--- config.mk ---
export PLATFORM = sky130hd
export DESIGN_NAME = uart_tx_ctrl
export DESIGN_NICKNAME = d
export VERILOG_FILES = /design/src/rtl/uart_tx_ctrl.sv
export SDC_FILE = /design/constraint.sdc
export NUM_CORES = 1
export LEC_CHECK = 0
export BUFFER_PORTS_ARGS = -buffer_cell sky130_fd_sc_hd__buf_2
export CORE_MARGIN = 2
export CORE_UTILIZATION = 49
export CTS_CLUSTER_SIZE = 25
export DETAILED_ROUTE_END_ITERATION = 10
export GPL_TIMING_DRIVEN = 0
export PLACE_DENSITY_LB_ADDON = 0.12
export SKIP_LAST_GASP = 1
export SLEW_MARGIN = 20
export SYNTH_ARGS = -nofsm -noshare
export SYNTH_HDL_FRONTEND = slang
export SYNTH_SLANG_ARGS = --single-unit
--- constraint.sdc ---
create_clock -name clk -period 3.6 [get_ports clk]
set_clock_uncertainty 0.2 [all_clocks]
set_input_delay 0.36 -clock clk [delete_from_list [all_inputs] [get_ports clk]]
set_output_delay 0.36 -clock clk [all_outputs]
set_load 0.01 [all_outputs]
--- src/rtl/uart_tx_ctrl.sv ---
// UART TX sequencer: pops the FIFO, paces load/shift strobes at the baud rate, supplies parity.
// Define UART_TX_PARITY_EN for 8-data+parity+stop; otherwise the parity slot is a second stop bit (8N2).
module uart_tx_ctrl #(
  parameter int DIV_W      = 16,
  parameter int FRAME_BITS = 11
) (
  input  logic             clk,
  input  logic             reset,
  input  logic             tx_en,
  input  logic [DIV_W-1:0] baud_div,
  input  logic             parity_odd,
  input  logic             fifo_empty,
  input  logic [7:0]       fifo_data,
  output logic             fifo_rd,
  output logic             load_en,
  output logic             shift_en,
  output logic             parity_bit,
  output logic             tx_busy,
  output logic             tx_done
);

  typedef enum logic [1:0] {INIT, IDLE, SEND} state_t;

  localparam logic [DIV_W-1:0] ONE      = DIV_W'(1);
  localparam logic [3:0]       LAST_BIT = 4'(FRAME_BITS - 1);

  state_t           state_q, state_d;
  logic [DIV_W-1:0] baud_cnt_q, baud_cnt_d;
  logic [DIV_W-1:0] div_q, div_d;
  logic [3:0]       bit_cnt_q, bit_cnt_d;

  logic             start;
  logic             tick;
  logic             last;
  logic             loading;
  logic [DIV_W-1:0] div_in;

  assign start   = tx_en && !fifo_empty;
  assign tick    = (state_q == SEND) && (baud_cnt_q == div_q - ONE);
  assign last    = (bit_cnt_q == LAST_BIT);
  assign div_in  = (baud_div == '0) ? ONE : baud_div;
  // A load happens from IDLE or at the end of a stop period, giving gapless back-to-back frames.
  assign loading = start && ((state_q == IDLE) || (tick && last));

  assign fifo_rd  = reset && loading;
  assign load_en  = reset && loading;
  assign shift_en = reset && ((state_q == INIT) || (tick && !last));
  assign tx_done  = reset && tick && last;
  assign tx_busy  = reset && (state_q == SEND);

`ifdef UART_TX_PARITY_EN
  assign parity_bit = load_en && (^fifo_data ^ parity_odd);
`else
  logic unused_parity_in;
  assign unused_parity_in = parity_odd ^ (^fifo_data);
  assign parity_bit       = load_en;
`endif

  always_comb begin
    state_d    = state_q;
    baud_cnt_d = baud_cnt_q;
    bit_cnt_d  = bit_cnt_q;
    div_d      = div_q;
    case (state_q)
      INIT: state_d = IDLE;
      IDLE: begin
        if (start) begin
          state_d    = SEND;
          div_d      = div_in;
          baud_cnt_d = '0;
          bit_cnt_d  = '0;
        end
      end
      SEND: begin
        baud_cnt_d = baud_cnt_q + ONE;
        if (tick) begin
          baud_cnt_d = '0;
          if (!last) begin
            bit_cnt_d = bit_cnt_q + 4'd1;
          end else if (start) begin
            div_d     = div_in;
            bit_cnt_d = '0;
          end else begin
            state_d = IDLE;
          end
        end
      end
      default: state_d = INIT;
    endcase
  end

  always_ff @(posedge clk) begin
    if (!reset) begin
      state_q    <= INIT;
      baud_cnt_q <= '0;
      bit_cnt_q  <= '0;
      div_q      <= '0;
    end else begin
      state_q    <= state_d;
      baud_cnt_q <= baud_cnt_d;
      bit_cnt_q  <= bit_cnt_d;
      div_q      <= div_d;
    end
  end

endmodule
==> results of run 1 <==
kinds of logic after synthesis:
| group | Yosys count |
|---|---|
| mux | 19 |
| xor+xnor | 30 |
| flops | 38 |
| compound gates | 46 |
| fa+ha+maj | 4 |
| buf+inv | 30 |
| simple gates | 139 |
through the flow:
step | util, % | instances | hold slack (ps) | instance area, µm²
final | 62.4 | 413 | 119 | 2990
after global routing | 62.4 | 413 | 118 | 2990
after CTS | 61.2 | 412 | 110 | 2930
after detailed placement | 56.0 | 397 | 281 | 2680
after global placement | 56.0 | 397 | 266 | 2680
after floorplan | - | 306 | 247 | 2480
worst max-delay path: stages, from the launching register on:
cell       delay, ps
dfxtp_4          370
or4_4            560
or3_4            390
a2111oi_4        310
and4_4           310
o2111ai_4        130
o22ai_2          200
buf_6            120
and2_4           140
buf_4            100
buf_6             90
power by group:
part	internal [mW]	switching [mW]	total, mW
Sequential	0.427	0.0108	0.438
Clock	0.133	0.151	0.284
Combinational	0.0794	0.0958	0.175
cells in the final DEF (no fill, tap or decap), types with 6 or more instances in the layout:
cell	instances
mux2i_1	18
xor2_1	11
clkbuf_1	13
nand2_1	48
buf_2	22
clkbuf_8	6
nand4_1	9
dfxtp_1	35
nand3_1	15
xnor2_1	19
nor2_1	24
buf_4	16
a31oi_1	8
o21ai_0	7
flip-flops by register name (all words and copies together) (netlist names):
register,flops
div_q,16
baud_cnt_q,16
state_q,2
bit_cnt_q,4
repair_timing:
item	CTS	global route
endpoints found under the hold margin	0	0
cloned	0	0
setup endpoints to repair	5	12
buffers inserted	13	1
gates resized for setup	26	8
pin swaps	9	4
area by class of cell:
cell class / instances / area (µm²)
Inverter: 7 / 28.8
Multi-Input combinational cell: 238 / 1680
Clock inverter: 1 / 7.51
Tap cell: 67 / 83.8
Buffer: 18 / 108
Timing Repair Buffer: 38 / 238
Sequential cell: 38 / 769
Fill cell: 441 / 1800
Clock buffer: 6 / 72.6
per-layer routing:
layer	vias to the layer above	global-route usage, %	share of wire [%]
met4	0	4.96	1.0
met2	61	36.5	46
li1	1168	-	-
met3	6	4.15	4.0
met5	-	0	0
met1	1096	33.3	49
how the worst max path moves through the flow:
stage          startpoint  slack (ps)          to  depth (start not counted)
4_1_cts          div_q[1]           2     load_en                         10
6_report         div_q[1]          40     load_en                         10
3_3_place_gp     div_q[0]        -390  parity_bit                         15
3_5_place_dp     div_q[0]        -430  parity_bit                         15
2_1_floorplan    div_q[0]          50     load_en                         15
5_1_grt          div_q[4]         -70     load_en                         11
==> results by group, run 1 <==
Power and ir drop
  • Overall Power: roughly 0.9 mW
  • Worst vdd ir: about 0.25 mV
  • P per Cell Area: roughly 300 mW/mm²
  • Lkg Pwr: 1.10 nW

Floorplanning
  • Die H: approximately 75 µm
  • Die Wd: 75.1 µm
  • Die Footprint: between 0.005 and 0.006 mm²
  • Row count: 25
  • I/O Pins: 35
  • Initial core utilization: between 50% and 60%
  • Core area: roughly 0.0048 mm²

Hold path
  • Hold depth: 3
  • Worst hold path type: in -> reg
  • Hold_sp: baud_div[1]
  • Hold worst-path end: div_q[1]

Timing
  • Final period util: between 90% and 100%
  • Max-slew violations: 0
  • F_max: ~280 MHz
  • Max_slew headroom: 58.2%
  • Sum Neg Setup Slack: 0 ps
  • RSZ-0062 raised after global routing: true
  • Crit path setup slack, layout: slightly below 40 ps
  • Minimum clock period: 3560 ps
  • Count of final hold-check violations: 0
  • Slew of the pin with the lowest slew margin: 622 ps
  • Setup Viol. Count Final: 0

Critical path
  • Startpoint class of the critical path: flop
  • CP arrival: approximately 3000 ps
  • Worst r2r src: div_q[1]
  • Crit Path Category: reg -> out
  • R2R cell count: 11
  • Crit. End Element: output port
  • Register-to-register setup slack: 230 ps
  • Reg2Reg Capture Point: div_q[5]
  • Critical path fanouts, max: 4
  • Req. time, crit path: ~3000 ps

Logic synthesis
  • Most frequent cell after synthesis: nand2_1
  • Synth Area in Adders: under 10%
  • Post-synthesis sequential area ratio: slightly above 30%
  • Synth top area cells: dfxtp_1, mux2i_1, nand2_1
  • Mux cell area share after synthesis: slightly below 8%
  • Post-synth EDFFs: 0
  • Synth cell count leaders: nand2_1, dfxtp_1, nor2_1, xnor2_1, mux2i_1
  • Main combinational cell family by area after synthesis: simple AND/OR/NAND/NOR gates
  • Post-Syn Instances: approximately 300
  • Synth Area in XOR/XNOR: approximately a tenth
  • Synth Area in Compound Gates: between 10 and 15%
  • Ys Warns: 0
  • Post-synth top area share: a little under a third
  • #FFs+latches synth: 38
  • Synth cell types: 50
  • Area leader, netlist: dfxtp_1
  • Synth Flop Type: dfxtp_1
  • Syn Std Cell Area: about 0.0025 mm²
  • Async SR Flop Fraction: 0%
  • Synth Area per Inst: between 8 and 9 µm²
  • Syn Nets: between 300 and 400
  • Synth Area in Simple Gates: roughly 28%

Global route
  • Vias in the first global route: 2137
  • First-pass GRT wire length: 10100 µm
  • Largest net degree at the start of global routing: 12
  • Total track usage: 23.2%
  • Antenna violations before repair: 0
  • Grt total ovfl: 0

Placed design
  • RePlAce Congestion: 0.851
  • Pre-CTS setup slack: -426 ps
  • Final HPWL DP: 4330 µm
  • Port Buffer Count: 24

Clocking
  • CTS Hold Bufs: 0
  • Clk sink count: 38
  • H-tree depth: 2
  • Worst-path clk slew: approximately 70 ps
  • CTS tree: yes
  • Clk root buf: clkbuf_8
  • Clock latency on the worst-skew pair: 290 ps
  • CTS Buf Count: 5
  • Max Buffers Root-to-Sink: 2

Routing
  • Routed vias: around 2300
  • Post-route ant nets: 0
  • Vias per cell: 5.64
  • WL/cell: around 15 µm
  • Residual DRC: 0
  • Drt first pass iters: 4
  • Number of DRC markers in iteration 0: 137
  • Total wire length: 6060 µm

Run
  • Max-Cap Viols: 0

Finish
  • Share of layout cells above drive strength 1: between 20% and 30%
  • Antenna cells: 0
  • Area growth from synthesis to layout: 20.7%
  • Nets: 379

Run status
  • Status: finished, final reports clean
No activity file was read; power rests on OpenSTA's default activity.
==> run 2: changes to the inputs <==
- CORE_ASPECT_RATIO: unset -> 1.75
==> run 2 against run 1 <==
Register-to-register slack gained 20 ps. Non-clock buffer count is the same. Highest routed layer unchanged. Sequential power about the same. Utilization down 3.4 points.
==> results by group, run 2 (synthesis gave the netlist of run 1 again) <==
Power and ir drop
  • Seq pwr share: 49.5%
  • Switching power share of the total: around 28%
  • P_int: 0.637 mW
  • Clock share of power: 31.1%
  • Worst vdd ir: 0.239 mV
  • Gate power share: 19.4%
  • P per Cell Area: 304 mW/mm²
  • Switching pwr: around 0.25 mW
  • Lkg Pwr: ~1.1 nW

Run
  • Max-Cap Viols: 0

Clocking
  • Clk root buf: clkbuf_8
  • CTS Hold Bufs: 0
  • CTS tree: yes
  • Clk sink count: 38
  • H-tree depth: 2
  • Worst-path clk slew: around 70 ps
  • CTS Buf Count: 5
  • Max Buffers Root-to-Sink: 2
  • Clock latency on the worst-skew pair: 280 ps

Critical path
  • Critical path buffers and inverters: 3
  • Max stage delay cell, worst path: or4_4
  • CP max stage delay: roughly 520 ps
  • WP depth: 10
  • Req. time, crit path: about 3000 ps
  • Worst path cell trace: or4_4, or3_4, a2111oi_4, and4_4, o2111ai_1, o22ai_1, buf_6, and2_4, buf_4, buf_2
  • Critical path origin: div_q[0]
  • R2R cell count: 11
  • Reg2Reg Capture Point: div_q[1]
  • Startpoint class of the critical path: flop
  • Crit Path Category: reg -> out
  • Worst r2r src: div_q[0]
  • CP arrival: 2990 ps
  • Critical path fanouts, max: 8
  • Crit. End Element: output port
  • Largest delay contributor family on the critical path: simple AND/OR/NAND/NOR gates
  • Crit path to: load_en
  • Register-to-register setup slack: between 200 and 300 ps

Timing
  • Max_slew headroom: between 40% and 50%
  • Count of final hold-check violations: 0
  • WHS: 122 ps
  • Max-slew violations: 0
  • RSZ-0062 raised after global routing: true
  • Final period util: 98.6%
  • Slew of the pin with the lowest slew margin: 766 ps
  • Crit path setup slack, layout: 50.0 ps
  • Sum Neg Setup Slack: 0 ps
  • Minimum clock period: 3550 ps
  • F_max: around 280 MHz
  • Setup Viol. Count Final: 0

Finish
  • Share of layout cells above drive strength 1: 21.1%
  • Antenna cells: 0
  • Fillers: approximately 470
  • Area growth from synthesis to layout: 17.7%
  • Most frequent cells in the layout: nand2_1, dfxtp_1, nor2_1, buf_2, xnor2_1
  • Fin util: 59.1%
  • Commonest non-fill, non-tap cell in the layout: nand2_1
  • Multi-input logic area: roughly 0.0016 mm²
  • Seq. cell area: 769 µm²
  • Largest registers: baud_cnt_q (16), div_q (16), bit_cnt_q (4)
  • Nets: about 380

Routing
  • Vias per cell: between 5 and 6
  • Number of DRC markers in iteration 0: 94
  • Routed vias: ~2300
  • Residual DRC: 0
  • Total wire length: roughly 6300 µm
  • Drt first pass iters: 4
  • Post-route ant nets: 0
  • WL/cell: approximately 16 µm

Placed design
  • Final HPWL DP: approximately 4600 µm
  • Port Buffer Count: 24
  • RePlAce Congestion: about 0.9
  • Pre-CTS setup slack: -311 ps

Floorplanning
  • Die Wd: 57.7 µm
  • Core area: 0.00493 mm²
  • Die Footprint: approximately 0.0057 mm²
  • I/O Pins: 35
  • Initial core utilization: approximately half
  • Row count: 34
  • Die H: between 90 and 100 µm

Global route
  • Grt total ovfl: 0
  • Vias in the first global route: ~2200
  • Total track usage: 23.2%
  • Largest net degree at the start of global routing: 11
  • Antenna violations before repair: 0
  • First-pass GRT wire length: 10500 µm

Hold path
  • Hold_sp: baud_div[2]
  • Worst hold path type: in -> reg

Run status
  • Status: finished, final reports clean
-- run 2: timing repair --
item / in CTS / in global routing
endpoints found under the setup margin: 5 / 5
gates resized for setup: 25 / 3
pin swaps: 9 / 4
hold endpoints to repair: 0 / 0
setup buffers: 12 / 3
-- run 2: metrics by stage --
stage	total power, mW	area [µm²]	instances
6_report	0.885	2910	400
5_1_grt	0.918	2910	400
4_1_cts	0.887	2900	398
3_5_place_dp	0.594	2660	384
3_3_place_gp	0.593	2660	384
2_1_floorplan	0.551	2480	306
-- run 2: worst min-delay path by stage --
stage	cells after the start	end
floorplan	2	div_q[15]
global placement	2	div_q[15]
detailed placement	2	div_q[15]
CTS	3	div_q[8]
global route	3	div_q[10]
finish	3	div_q[2]
-- run 2: final cells by class --
cell class	instances	share of cell area (%)
Multi-Input combinational cell	238	56.3
Inverter	7	0.988
Timing Repair Buffer	39	7.99
Sequential cell	38	26.4
Tap cell	54	2.32
Clock buffer	7	2.62
Buffer	17	3.35
-- run 2: layer usage --
metal  share of wire (%)  global-route usage (%)  vias to the layer above  routed length [µm]
li1                    -                       -                     1165                   -
met5                   0                       0                        -                   0
met1                  39                    24.4                     1090                2490
met4                 1.6                    7.33                        0                 104
met2                  57                    45.4                       50                3570
met3                 2.4                    2.38                        9                 154
-- run 2: power by group through the flow --
stage,Sequential [mW],Combinational (mW),Clock (mW)
after global routing,0.439,0.185,0.294
after CTS,0.438,0.169,0.280
after detailed placement,0.445,0.149,0
after global placement,0.445,0.148,0
final,0.438,0.172,0.275
after floorplan,0.443,0.108,0
-- run 2: worst register-to-register path, cell delays in order, from the launching register on --
cell and delay [ps]:
dfxtp_4 380, or4_4 520, or3_4 390, a2111oi_4 320, and4_4 290, o2111ai_1 120
o22ai_1 200, buf_6 130, buf_4 210, buf_4 140, buf_4 170, mux2i_1 200
